## src/rtl/banyan_acq_sequencer.sv

```systemverilog
// banyan_acq_sequencer: steps a host-programmed list of banyan masks through
// settle -> trigger -> capture -> readout handshake in the adc_clk domain.
module banyan_acq_sequencer #(
    parameter int n_mask = 4,
    parameter int tw     = 24
) (
    input  logic                  adc_clk,
    input  logic                  reset,
    input  logic [8*n_mask-1:0]   mask_list,
    input  logic [2:0]            n_active,
    input  logic                  continuous,
    input  logic [7:0]            settle_cycles,
    input  logic                  start,
    input  logic                  abort,
    input  logic                  readout_done,
    input  logic                  full,
    output logic [7:0]            banyan_mask,
    output logic                  trig,
    output logic [2:0]            slot,
    output logic [2:0]            state,
    output logic                  busy,
    output logic                  data_ready,
    output logic                  error,
    output logic [15:0]           sweep_count
);

    typedef enum logic [2:0] {
        S_IDLE    = 3'd0,
        S_SETTLE  = 3'd1,
        S_TRIG    = 3'd2,
        S_CAPTURE = 3'd3,
        S_READY   = 3'd4,
        S_ERROR   = 3'd5
    } state_t;

    // Timeout fires when the counter is about to reach 2^tw-1.
    localparam logic [tw-1:0] TMO_LAST = {{(tw-1){1'b1}}, 1'b0};
    localparam logic [3:0]    N_MASK4  = 4'(n_mask);

    state_t          r_state;
    logic [2:0]      r_slot;
    logic [7:0]      r_mask;
    logic            r_trig;
    logic [7:0]      r_settle;
    logic [tw-1:0]   r_tmo;
    logic [1:0]      r_guard;
    logic            r_err;
    logic [15:0]     r_sweep;
    logic            r_busy;
    logic            r_ready;

    logic [3:0]      w_n_eff;
    logic            w_more;
    logic [2:0]      w_next_slot;
    logic [7:0]      w_next_mask;
    logic [7:0]      w_mask0;

    // Effective slot count: 0 means one slot, anything above n_mask is clamped.
    always_comb begin
        w_n_eff = {1'b0, n_active};
        if (n_active == 3'd0) begin
            w_n_eff = 4'd1;
        end else if ({1'b0, n_active} > N_MASK4) begin
            w_n_eff = N_MASK4;
        end
    end

    // A slot index at or past the last effective slot ends the sweep, so a
    // mid-sweep shrink of n_active cannot walk past the mask list.
    assign w_more      = ({1'b0, r_slot} + 4'd1) < w_n_eff;
    assign w_next_slot = r_slot + 3'd1;
    assign w_next_mask = mask_list[8*int'(w_next_slot) +: 8];
    assign w_mask0     = mask_list[7:0];

    // Sequencer FSM; all outputs are registered alongside the state.
    always_ff @(posedge adc_clk) begin
        if (reset) begin
            r_state  <= S_IDLE;
            r_slot   <= '0;
            r_mask   <= '0;
            r_trig   <= 1'b0;
            r_settle <= '0;
            r_tmo    <= '0;
            r_guard  <= '0;
            r_err    <= 1'b0;
            r_sweep  <= '0;
            r_busy   <= 1'b0;
            r_ready  <= 1'b0;
        end else if (abort) begin
            r_state <= S_IDLE;
            r_trig  <= 1'b0;
            r_busy  <= 1'b0;
            r_ready <= 1'b0;
        end else begin
            r_trig <= 1'b0;
            case (r_state)
                S_IDLE, S_ERROR: begin
                    if (start) begin
                        r_slot   <= '0;
                        r_mask   <= w_mask0;
                        r_settle <= settle_cycles;
                        r_err    <= 1'b0;
                        r_state  <= S_SETTLE;
                        r_busy   <= 1'b1;
                    end
                end
                S_SETTLE: begin
                    if (r_settle == 8'd0) begin
                        r_state <= S_TRIG;
                        r_trig  <= 1'b1;
                    end else begin
                        r_settle <= r_settle - 8'd1;
                    end
                end
                S_TRIG: begin
                    r_tmo   <= '0;
                    r_guard <= '0;
                    r_state <= S_CAPTURE;
                end
                S_CAPTURE: begin
                    r_tmo <= r_tmo + 1'b1;
                    if (r_guard != 2'd2) begin
                        r_guard <= r_guard + 2'd1;
                    end
                    if (r_guard == 2'd2 && full) begin
                        r_state <= S_READY;
                        r_ready <= 1'b1;
                    end else if (r_tmo == TMO_LAST) begin
                        r_state <= S_ERROR;
                        r_err   <= 1'b1;
                        r_busy  <= 1'b0;
                    end
                end
                S_READY: begin
                    if (readout_done) begin
                        r_ready <= 1'b0;
                        if (w_more) begin
                            r_slot   <= w_next_slot;
                            r_mask   <= w_next_mask;
                            r_settle <= settle_cycles;
                            r_state  <= S_SETTLE;
                        end else begin
                            r_sweep <= r_sweep + 16'd1;
                            if (continuous) begin
                                r_slot   <= '0;
                                r_mask   <= w_mask0;
                                r_settle <= settle_cycles;
                                r_state  <= S_SETTLE;
                            end else begin
                                r_state <= S_IDLE;
                                r_busy  <= 1'b0;
                            end
                        end
                    end
                end
                default: begin
                    r_state <= S_IDLE;
                    r_busy  <= 1'b0;
                    r_ready <= 1'b0;
                end
            endcase
        end
    end

    assign banyan_mask = r_mask;
    assign trig        = r_trig;
    assign slot        = r_slot;
    assign state       = r_state;
    assign busy        = r_busy;
    assign data_ready  = r_ready;
    assign error       = r_err;
    assign sweep_count = r_sweep;

endmodule
```

## config.mk

```make
export PLATFORM = sky130hd
export DESIGN_NAME = banyan_acq_sequencer
export DESIGN_NICKNAME = d
export VERILOG_FILES = /design/src/rtl/banyan_acq_sequencer.sv
export SDC_FILE = /design/constraint.sdc
export NUM_CORES = 1
export LEC_CHECK = 0
export ABC_AREA = 1
export BUFFER_PORTS_ARGS = -buffer_cell sky130_fd_sc_hd__buf_2
export CORE_ASPECT_RATIO = 0.7
export CORE_MARGIN = 5
export CORE_UTILIZATION = 56
export CTS_CLUSTER_SIZE = 8
export DETAILED_ROUTE_END_ITERATION = 8
export PLACE_DENSITY = 0.81
export SETUP_SLACK_MARGIN = 0.3
export SLEW_MARGIN = 20
export SYNTH_ARGS = -nofsm -noshare
export SYNTH_HDL_FRONTEND = slang
export SYNTH_SLANG_ARGS = --single-unit
```

## constraint.sdc

```tcl
create_clock -name adc_clk -period 3.04 [get_ports adc_clk]
set_clock_uncertainty 0.2 [all_clocks]
set_input_delay 0.152 -clock adc_clk [delete_from_list [all_inputs] [get_ports adc_clk]]
set_output_delay 0.152 -clock adc_clk [all_outputs]
set_load 0.02 [all_outputs]
```

==> flow_metrics.py, run 1 <==
metrics = {
    "floorplan": {
        "io_pins": 84,
        "core_area_um2": 7385,
        "dieArea_um2": 9565,
        "die_h_um": 83.34,
        "num_rows": 26,
        "die_x_um": 114.8,
        "start_util_pct": 58.27,
    },
    "critical_path": {
        "reg2regPathDepth": 12,
        "cp_top_family": "simple AND/OR/NAND/NOR gates",
        "worstReg2RegStart": "slot[0]",
        "reg2reg_to": "r_settle[6]",
        "cp_num_cells": 12,
        "cp.buffers_inverters": 2,
        "crit_type": "reg -> reg",
        "crit_end": "r_settle[6]",
        "max_stage_delay_ns": 0.33,
        "crit_path_end_kind": "flip-flop",
        "start_kind": "flip-flop",
        "arrival_ns": 2.67,
        "cp_cell_sequence": "ha_1 -> xnor2_1 -> inv_1 -> ha_1 -> a31o_2 -> clkinv_1 -> nand2_2 -> nand3_2 -> nand3_4 -> nand2_1 -> nand2_1 -> nor2_1",
        "r2r_slack_ns": 0.45,
        "startpoint": "slot[0]",
        "cp_max_fo": 16,
        "cp.required_ns": 3.12,
        "crit_slowest_cell": "dfxtp_1",
    },
    "routing": {
        "wire_per_inst_um": 12.61,
        "vias_per_cell": 5.290,
        "firstDrtPassIters": 5,
        "postRouteAntennaNets": 0,
        "wl_um": 11450,
        "first_iter_violations": 362,
        "vias": 4803,
        "route.detailed.drc": 0,
    },
    "clock_network": {
        "cts_sinks": 68,
        "cts_buffer_depth": 2,
        "cts-htree-levels": 3,
        "worstSkewPairLatency_ns": 0.35,
        "root_buffer": "clkbuf_8",
        "cts_tree": "done",
        "clkTransAtPathRegs_ns": 0.07,
        "cts_made_buffers": 9,
    },
    "placement": {
        "dp_cells": 875,
        "portBuffers": 83,
        "dp_hpwl_um": 8506,
        "place_congestion": 0.9500,
    },
    "final_layout": {
        "finalNonFillerCells": 908,
        "layout-drive-gt1-share_pct": 15.80,
        "num_antenna_cells": 0,
        "fin_nets": 865,
        "syn_to_final_growth_pct": 19.66,
        "fillCellCount": 625,
    },
    "global_routing": {
        "grt_overflow": 0,
        "grt_max_degree": 27,
        "grt_pass1_wl_um": 18810,
        "grt_usage_pct": 23.40,
        "grt_pass1_vias": 4311,
        "antenna_found_initial": 0,
    },
    "synth": {
        "synth.area.top_cells": "dfxtp_1, nand2_1, nor2_1, inv_1, nand3_1",
        "synth_top_family_by_area": "simple AND/OR/NAND/NOR gates",
        "synthAdderAreaFrac_pct": 2.617,
        "syn_nets": 767,
        "yosysWarnings": 0,
        "ys.flop_type": "dfxtp_1",
        "synth_cells": 708,
        "async_flop_share_pct": 0,
        "yosys.area_share.simple_pct": 42.77,
        "synth_area_um2": 4303,
        "synth_area_per_cell_um2": 6.078,
        "yosysTopAreaCell": "dfxtp_1",
        "seq_area_frac_synth_pct": 31.64,
        "ys_seq_elements": 68,
        "synth_edf_count": 0,
        "synth_xor_area_share_pct": 1.628,
        "synth-compound-area-share_pct": 9.945,
        "synthMuxAreaShare_pct": 0,
        "ys_types": 36,
        "synth_top_area_share_pct": 31.64,
    },
    "sta": {
        "timing_worst_slew_pin_value_ns": 0.5482,
        "max-slew-margin-rel_pct": 63.45,
        "timing.fmax_mhz": 386.4,
        "drv_slew": 0,
        "tns_ns": 0,
        "period_share_pct": 85.13,
        "setup_viol": 0,
        "rsz0062_at_grt": "no",
        "period_minus_slack_ns": 2.588,
        "hold_violations": 0,
    },
    "pwr": {
        "intPower_mw": 1.430,
        "clkPwrFrac_pct": 31.3,
        "sw_frac_of_total_pct": 31.66,
        "leakagePower_nw": 2.556,
        "powerDensity_nw_per_um2": 406.4,
        "switching_power_mw": 0.6625,
        "pwr-share-seq_pct": 45.3,
        "vdd_ir_drop_max_mv": 0.3056,
        "comb_power_share_pct": 23.4,
    },
    "job": {
        "max-cap-violations": 0,
    },
    "status": {
        "status": "completed",
    },
    "hold_path": {
        "hold_depth": 2,
        "hold_class": "in -> reg",
    },
}
[synth_stat cells (2+ instances only)]
cell,instances
nand2_1,203
nor2_1,112
inv_1,97
dfxtp_1,68
nand3_1,49
a21oi_1,35
nor3_1,21
o21ai_0,20
nand4_1,15
o21bai_1,10
ha_1,9
clkbuf_1,7
nor2_2,7
xor2_1,6
buf_2,5
nand2_2,5
buf_4,4
inv_2,4
o21ai_1,4
nor2_4,3
buf_6,2
clkinv_1,2
nand3_2,2
nor3_4,2
nor3b_1,2
nor4_1,2
o21a_1,2
xnor2_1,2
[power by group through the flow]
stage	Combinational, mW	Sequential, mW	Clock (mW)
after CTS	0.472	0.946	0.677
final	0.490	0.947	0.655
after global routing	0.549	0.950	0.715
after global placement	0.437	0.964	0
after floorplan	0.316	0.985	0
after detailed placement	0.453	0.967	0
[flip-flops by register name, summed over array words and instances, names as in the netlist]
| signal | cells |
|---|---|
| data_ready | 1 |
| error | 1 |
| banyan_mask | 8 |
| trig | 1 |
| sweep_count | 16 |
| state | 3 |
| r_tmo | 24 |
| r_guard | 2 |
| r_settle | 8 |
| busy | 1 |
| slot | 3 |
[worst min-delay path by stage]
stage                    from         end  slack [ns]
global route            reset    r_tmo[1]        0.06
global placement    r_tmo[21]   r_tmo[21]        0.26
finish                  reset    r_tmo[1]        0.06
CTS                     reset    r_tmo[1]        0.03
detailed placement  r_tmo[15]   r_tmo[15]        0.27
floorplan                full  data_ready        0.16
[cells in the final DEF, fill, tap and decap left out, drive strengths merged, types with 6 or more instances in the layout]
| cell | netlist | final |
|---|---|---|
| ha | 9 | 9 |
| dlygate4sd3 | 0 | 17 |
| a21oi | 35 | 35 |
| nand4 | 15 | 15 |
| inv | 101 | 101 |
| xor2 | 6 | 6 |
| nand2 | 209 | 209 |
| dfxtp | 68 | 68 |
| clkbuf | 7 | 13 |
| nor2 | 122 | 122 |
| o21ai | 24 | 24 |
| nand3 | 51 | 52 |
| o21bai | 10 | 10 |
| buf | 11 | 87 |
| nor3 | 23 | 23 |
[worst reg2reg max path: cells and delay by family, from the launching register on]
| kind | cells | cell delay, ns |
|---|---|---|
| simple gates | 6 | 0.96 |
| fa+ha+maj | 2 | 0.40 |
| flops | 1 | 0.33 |
| buf+inv | 2 | 0.24 |
| compound gates | 1 | 0.21 |
| xor+xnor | 1 | 0.18 |
[through the flow]
stage                     util (%)  hold slack, ns  total power, mW  setup WS (ns)  instance area (µm²)
after floorplan                  -          0.1592            1.301         0.4747                 4303
after global placement       64.55          0.2583            1.401         0.4895                 4767
after detailed placement     64.55          0.2688            1.420         0.3234                 4767
after CTS                    69.15         0.03299            2.096         0.3023                 5106
after global routing         69.72         0.05905            2.214         0.3070                 5149
final                        69.72         0.05700            2.092         0.4520                 5149
[timing repair]
item                                    CTS  global route
hold endpoints to repair                 17             0
gates resized for setup                   0             5
endpoints found under the setup margin    0            19
hold buffers                             17             0
setup buffers                             0             0
[final cells by class]
cell class / count / area [µm²] / share of cell area (%)
clock buffers: 13 / 158.9 / 3.086
clock inverters: 2 / 10.01 / 0.1944
inverters: 103 / 386.6 / 7.509
multi-input cells: 520 / 2494 / 48.43
flip-flops and latches: 68 / 1361 / 26.44
well taps: 98 / 122.6 / 2.382
repair buffers: 104 / 615.6 / 11.96
[logic make-up after synthesis]
kind of cell / Yosys count
AOI/OAI and AO/OA: 76
xor gates and xnor gates: 8
adders and majority gates: 9
buffers and inverters: 121
DFF: 68
and+or+nand+nor: 426
[layer usage]
metal / vias up / routed length, µm / track usage [%] / share of wire [%]
met3: 15 / 829 / 6.032 / 7.2
li1: 2424 / - / - / -
met5: - / 0 / 0 / 0
met2: 189 / 5287 / 36.77 / 46
met4: 0 / 162 / 7.036 / 1.4
met1: 2175 / 5167 / 31.42 / 45
Note: power is estimated with default switching activity, not from simulation.
==> run 2, diff against run 1 <==
--- a/config.mk
+++ b/config.mk
@@ -5,14 +5,13 @@
 export SDC_FILE = /design/constraint.sdc
 export NUM_CORES = 1
 export LEC_CHECK = 0
-export ABC_AREA = 1
 export BUFFER_PORTS_ARGS = -buffer_cell sky130_fd_sc_hd__buf_2
 export CORE_ASPECT_RATIO = 0.7
 export CORE_MARGIN = 5
-export CORE_UTILIZATION = 56
+export CORE_UTILIZATION = 54
 export CTS_CLUSTER_SIZE = 8
 export DETAILED_ROUTE_END_ITERATION = 8
-export PLACE_DENSITY = 0.81
+export PLACE_DENSITY = 0.8
 export SETUP_SLACK_MARGIN = 0.3
 export SLEW_MARGIN = 20
 export SYNTH_ARGS = -nofsm -noshare
==> run 2 against run 1 <==
Combinational power is 48% lower; via count is 18% lower; first-iteration DRC count is 9.4% lower; flip-flop and latch count stayed put; sequential share of layout area is 2.0 points higher; core utilization is 1.1 points higher; register-to-register slack worse by 0.14 ns; count of clock-buffer cells in the layout is 3 lower; area after synthesis is 12% lower; critical endpoint is now banyan_mask[3].
==> flow_metrics.py, run 2 <==
metrics = {
    "status": {
        "status": "completed",
    },
    "sta": {
        "timing.fmax_mhz": 366.2,
        "setup_viol": 0,
        "fin_hold_ws_ns": 0.02499,
        "period_share_pct": 89.82,
        "timing_worst_slew_pin_value_ns": 0.7416,
        "tns_ns": 0,
        "rsz0062_at_grt": "yes",
        "period_minus_slack_ns": 2.731,
        "hold_violations": 0,
        "max-slew-margin-rel_pct": 50.11,
        "drv_slew": 0,
    },
    "synth": {
        "seq_area_frac_synth_pct": 36.06,
        "synth_edf_count": 0,
        "yosys-top-cells-count": "dfxtp_1, nand2_1, nor2_1, a21oi_1, nand3_1",
        "yosysWarnings": 0,
        "ys.flop_type": "dfxtp_1",
        "synth.area.top_cells": "dfxtp_1, a21oi_1, mux4_2, nand2_1, nor2_1",
        "async_flop_share_pct": 0,
        "synth_top_area_share_pct": 36.06,
        "syn_nets": 514,
        "synth_area_per_cell_um2": 8.296,
        "ys_types": 56,
        "yosysMostFrequentCell": "dfxtp_1",
        "ys_seq_elements": 68,
        "synth_area_um2": 3775,
        "synth_cells": 455,
        "yosysTopAreaCell": "dfxtp_1",
    },
    "clock_network": {
        "worstSkewPairLatency_ns": 0.36,
        "cts_sinks": 68,
        "root_buffer": "clkbuf_8",
        "cts_buffer_depth": 2,
        "cts_made_buffers": 9,
        "cts-htree-levels": 3,
        "cts_tree": "done",
        "clkTransAtPathRegs_ns": 0.09,
    },
    "critical_path": {
        "crit_type": "reg -> reg",
        "worstReg2RegStart": "slot[1]",
        "cp.required_ns": 3.09,
        "cp_cell_sequence": "ha_4 -> xnor2_2 -> inv_2 -> ha_4 -> a211o_1 -> or3_4 -> buf_4 -> or3b_4 -> a311oi_2",
        "cp_max_fo": 4,
        "crit_path_end_kind": "flip-flop",
        "reg2regPathDepth": 9,
        "critPathMostFrequentCell": "ha_4",
        "crit_slowest_cell": "dfxtp_4",
        "arrival_ns": 2.78,
        "start_kind": "flip-flop",
        "reg2reg_to": "banyan_mask[3]",
        "max_stage_delay_ns": 0.37,
        "r2r_slack_ns": 0.31,
    },
    "routing": {
        "firstDrtPassIters": 5,
        "wire_per_inst_um": 16.43,
        "first_iter_violations": 328,
        "route.detailed.drc": 0,
        "wl_um": 10930,
        "vias": 3924,
        "postRouteAntennaNets": 0,
        "vias_per_cell": 5.901,
    },
    "floorplan": {
        "io_pins": 84,
        "die_h_um": 79.95,
        "num_rows": 25,
        "dieArea_um2": 8789,
        "die_x_um": 109.9,
        "start_util_pct": 55.61,
        "core_area_um2": 6788,
    },
    "placement": {
        "placed_area_um2": 4350,
        "dp_hpwl_um": 7287,
        "place_congestion": 0.8825,
        "portBuffers": 83,
    },
    "job": {
        "max-cap-violations": 0,
    },
    "final_layout": {
        "final_cell_mix": "buf_2, dfxtp_1, nand2_1",
        "fin_nets": 625,
        "num_antenna_cells": 0,
        "regMostFlops": "r_tmo",
        "layout-drive-gt1-share_pct": 27.15,
        "largest_reg_flops": 24,
        "mostFrequentLayoutCell": "buf_2",
        "fin_area_um2": 4805,
        "syn_to_final_growth_pct": 27.28,
    },
    "global_routing": {
        "grt_pass1_vias": 3736,
        "grt_usage_pct": 25.46,
        "antenna_found_initial": 0,
        "grt_max_degree": 43,
        "grt_pass1_wl_um": 17540,
        "grt_overflow": 0,
    },
    "hold_path": {
        "hold_start": "settle_cycles[7]",
        "holdPathEnd": "r_settle[7]",
        "hold_depth": 5,
        "hold_class": "in -> reg",
    },
    "pwr": {
        "leakagePower_nw": 1.897,
        "vdd_ir_drop_max_mv": 0.2080,
        "finalPower_mw": 1.838,
        "powerDensity_nw_per_um2": 382.6,
    },
}
-- run 2: changes by cell type after synthesis, moves of 13 or more --
cell / before / now
inv_1: 97 / 15
nand2_1: 203 / 47
nand3_1: 49 / 21
nor2_1: 112 / 46
or3_1: 0 / 14
xor2_1: 6 / 19
-- run 2: timing repair --
item | CTS | global route
hold endpoints to repair | 16 | 0
gates resized for setup | 7 | 10
setup buffers | 8 | 0
setup endpoints to repair | 11 | 19
hold buffers | 15 | 0
pin swaps | 2 | 4
-- run 2: cells by family (layout without fill, tap and decap cells) --
kind of cell    after synthesis  count (layout)  synth area share, %
flops                        68              68                36.06
fa+ha+maj                     9               9                2.983
xor+xnor                     25              25                5.800
buf+inv                      37             153                3.812
mux                          10              10                5.303
compound gates              104             104                17.63
simple gates                202             202                28.41
-- run 2: worst max path at each step --
stage / cells after the start / slack [ns] / start / end
2_1_floorplan: 9 / 0.32 / slot[0] / slot[1]
3_3_place_gp: 8 / 0.23 / slot[1] / banyan_mask[0]
3_5_place_dp: 8 / 0.08 / slot[1] / banyan_mask[7]
4_1_cts: 9 / 0.32 / slot[1] / slot[1]
5_1_grt: 9 / 0.24 / slot[1] / banyan_mask[3]
6_report: 9 / 0.31 / slot[1] / banyan_mask[3]
-- run 2: layout make-up --
| type | count | area (µm²) |
|---|---|---|
| multi-input combinational | 350 | 2347 |
| fill | 560 | 1983 |
| sequential | 68 | 1369 |
| timing repair buffer | 122 | 745.7 |
| clock buffer | 10 | 127.6 |
| tap | 94 | 117.6 |
| inverter | 15 | 56.30 |
| clock inverter | 6 | 41.29 |
-- run 2: where the power goes --
part	leakage (nW)	internal (mW)	total, mW	switching [mW]
logic	1.27	0.110	0.253	0.144
registers	0.552	0.909	0.927	0.0178
clock network	0.0787	0.296	0.658	0.362
total	1.90	1.31	1.84	0.524
-- run 2: worst max-delay path, delay by kind of cell (launching register included) --
| kind | cells | cell delay, ns |
|---|---|---|
| buffers and inverters | 2 | 0.23 |
| adders and majority gates | 2 | 0.39 |
| DFF | 1 | 0.37 |
| AOI/OAI and AO/OA | 2 | 0.57 |
| xor gates and xnor gates | 1 | 0.14 |
| and+or+nand+nor | 2 | 0.72 |
-- run 2: per-stage QoR --
stage	instances	utilization [%]	setup WS (ns)
final	665	70.78	0.3094
after global routing	665	70.78	0.2414
after CTS	665	70.27	0.3151
after detailed placement	626	64.09	0.07911
after global placement	626	64.09	0.2269
after floorplan	455	-	0.3195
-- run 2: per-layer routing --
metal	vias up	global-route usage (%)	part of all wire [%]
li1	1890	-	-
met1	1829	31.93	43
met2	173	39.83	46
met3	32	8.165	8.6
met4	0	11.21	2.6
met5	-	0	0
==> run 3, diff against run 2 <==
--- a/config.mk
+++ b/config.mk
@@ -5,14 +5,15 @@
 export SDC_FILE = /design/constraint.sdc
 export NUM_CORES = 1
 export LEC_CHECK = 0
+export ABC_AREA = 1
 export BUFFER_PORTS_ARGS = -buffer_cell sky130_fd_sc_hd__buf_2
 export CORE_ASPECT_RATIO = 0.7
 export CORE_MARGIN = 5
-export CORE_UTILIZATION = 54
+export CORE_UTILIZATION = 56
 export CTS_CLUSTER_SIZE = 8
 export DETAILED_ROUTE_END_ITERATION = 8
-export PLACE_DENSITY = 0.8
-export SETUP_SLACK_MARGIN = 0.3
+export PLACE_DENSITY = 0.81
+export SETUP_SLACK_MARGIN = 0.5
 export SLEW_MARGIN = 20
 export SYNTH_ARGS = -nofsm -noshare
 export SYNTH_HDL_FRONTEND = slang
==> run 3 against run 2 <==
Worst hold slack better by 0.018 ns; non-clock buffer count down 16; maximum frequency rose by 15%; first-iteration DRC count rose by 21%; critical path depth rose by 2; global-route usage decreased by 1.2 points; core utilization fell by 0.54 points.
==> flow_metrics.py, run 3 (same netlist as run 1, synthesis figures left out) <==
metrics = {
    "routing": {
        "wire_per_inst_um": 12.62,
        "postRouteAntennaNets": 0,
        "vias_per_cell": 5.224,
        "route.detailed.drc": 0,
        "firstDrtPassIters": 5,
        "wl_um": 11490,
        "vias": 4754,
        "first_iter_violations": 396,
    },
    "pwr": {
        "leakagePower_nw": 2.571,
        "vdd_ir_drop_max_mv": 0.3933,
        "finalPower_mw": 2.102,
        "powerDensity_nw_per_um2": 405.2,
    },
    "sta": {
        "max-slew-margin-rel_pct": 63.30,
        "hold_violations": 0,
        "timing.fmax_mhz": 422.1,
        "period_share_pct": 77.94,
        "period_minus_slack_ns": 2.369,
        "tns_ns": 0,
        "setup_viol": 0,
        "rsz0062_at_grt": "no",
        "timing_worst_slew_pin_value_ns": 0.5498,
        "fin_hold_ws_ns": 0.04274,
        "drv_slew": 0,
    },
    "global_routing": {
        "antenna_found_initial": 0,
        "grt_pass1_wl_um": 19360,
        "grt_overflow": 0,
        "grt_usage_pct": 24.27,
        "grt_max_degree": 27,
        "grt_pass1_vias": 4416,
    },
    "critical_path": {
        "start_kind": "flip-flop",
        "cp.buffers_inverters": 2,
        "r2r_slack_ns": 0.67,
        "cp_cell_sequence": "ha_1 -> xnor2_2 -> inv_1 -> ha_1 -> a31o_2 -> clkinvlp_4 -> nand2_4 -> nand3_4 -> nand3_4 -> o21bai_1 -> nor2_1",
        "reg2reg_to": "banyan_mask[4]",
        "cp.required_ns": 3.07,
        "cp_top_family": "simple AND/OR/NAND/NOR gates",
        "arrival_ns": 2.40,
        "reg2regPathDepth": 11,
        "crit_path_end_kind": "flip-flop",
        "crit_type": "reg -> reg",
        "max_stage_delay_ns": 0.37,
        "crit_slowest_cell": "dfxtp_1",
        "worstReg2RegStart": "slot[1]",
        "cp_max_fo": 11,
    },
    "final_layout": {
        "final_cell_mix": "nand2_1, nor2_1, inv_1",
        "finalNonFillerCells": 910,
        "num_antenna_cells": 0,
        "regMostFlops": "r_tmo",
        "fin_nets": 867,
        "syn_to_final_growth_pct": 20.56,
        "mostFrequentLayoutCell": "nand2_1",
        "layout-drive-gt1-share_pct": 16.26,
        "largest_reg_flops": 24,
    },
    "hold_path": {
        "hold_depth": 2,
        "holdPathEnd": "r_guard[1]",
        "hold_start": "reset",
        "hold_class": "in -> reg",
    },
    "clock_network": {
        "cts_sinks": 68,
        "cts_buffer_depth": 2,
        "cts-htree-levels": 3,
        "cts_made_buffers": 9,
        "root_buffer": "clkbuf_8",
        "clkTransAtPathRegs_ns": 0.07,
        "cts_tree": "done",
        "worstSkewPairLatency_ns": 0.35,
    },
    "floorplan": {
        "core_area_um2": 7385,
        "num_rows": 26,
        "start_util_pct": 58.27,
        "die_h_um": 83.34,
        "io_pins": 84,
        "dieArea_um2": 9565,
        "die_x_um": 114.8,
    },
    "placement": {
        "portBuffers": 83,
        "dp_cells": 875,
        "dp_hpwl_um": 8449,
        "place_congestion": 0.9111,
    },
    "status": {
        "status": "completed",
    },
    "job": {
        "max-cap-violations": 0,
    },
}
-- run 3: repair_timing --
action	CTS	global route
buffers inserted	0	2
pin swaps	1	3
endpoints found under the hold margin	17	0
hold buffers	17	0
cloned	0	1
endpoints found under the setup margin	19	26
gates resized for setup	3	5
-- run 3: per-layer routing --
layer,up-vias,wire length [µm],global-route usage [%]
met2,172,5320,38.93
li1,2438,-,-
met5,-,0,0
met1,2129,5145,31.59
met4,0,156,7.463
met3,15,864,6.759
-- run 3: worst max-delay path by stage --
stage | start | end | slack [ns] | cells past startpoint
6_report | slot[1] | banyan_mask[4] | 0.67 | 11
5_1_grt | slot[1] | banyan_mask[4] | 0.45 | 11
4_1_cts | slot[1] | banyan_mask[7] | 0.52 | 11
3_5_place_dp | slot[1] | banyan_mask[7] | 0.35 | 11
3_3_place_gp | slot[1] | banyan_mask[3] | 0.50 | 11
2_1_floorplan | slot[0] | banyan_mask[7] | 0.63 | 12
-- run 3: worst reg2reg max path, delay by kind of cell, from the launching register on --
| family | cells | cell delay [ns] |
|---|---|---|
| flip-flops | 1 | 0.37 |
| AND/OR/NAND/NOR | 4 | 0.52 |
| AO/OA/AOI/OAI | 2 | 0.43 |
| XOR/XNOR | 1 | 0.12 |
| adder cells (fa/ha/maj) | 2 | 0.39 |
| buffers and inverters | 2 | 0.23 |
-- run 3: metrics by stage --
stage	area, µm²	worst slack (ns)	utilization, %
after floorplan	4310	0.6267	-
after global routing	5187	0.4527	70.25
after CTS	5134	0.5216	69.52
after detailed placement	4775	0.3480	64.66
after global placement	4775	0.5034	64.66
final	5187	0.6707	70.25
-- run 3: power breakdown --
part	leakage, nW	total [mW]	internal [mW]	switching, mW
combinational	1.93	0.494	0.176	0.318
clock	0.0893	0.662	0.334	0.328
sequential	0.552	0.946	0.923	0.0237
total	2.57	2.10	1.43	0.669
-- run 3: cell type report --
| cell class | instances | area, µm² |
|---|---|---|
| sequential | 68 | 1361 |
| inverter | 103 | 390.4 |
| multi-input combinational | 520 | 2514 |
| tap | 98 | 122.6 |
| timing repair buffer | 106 | 630.6 |
| clock inverter | 2 | 10.01 |
| clock buffer | 13 | 158.9 |
| fill | 644 | 2197 |
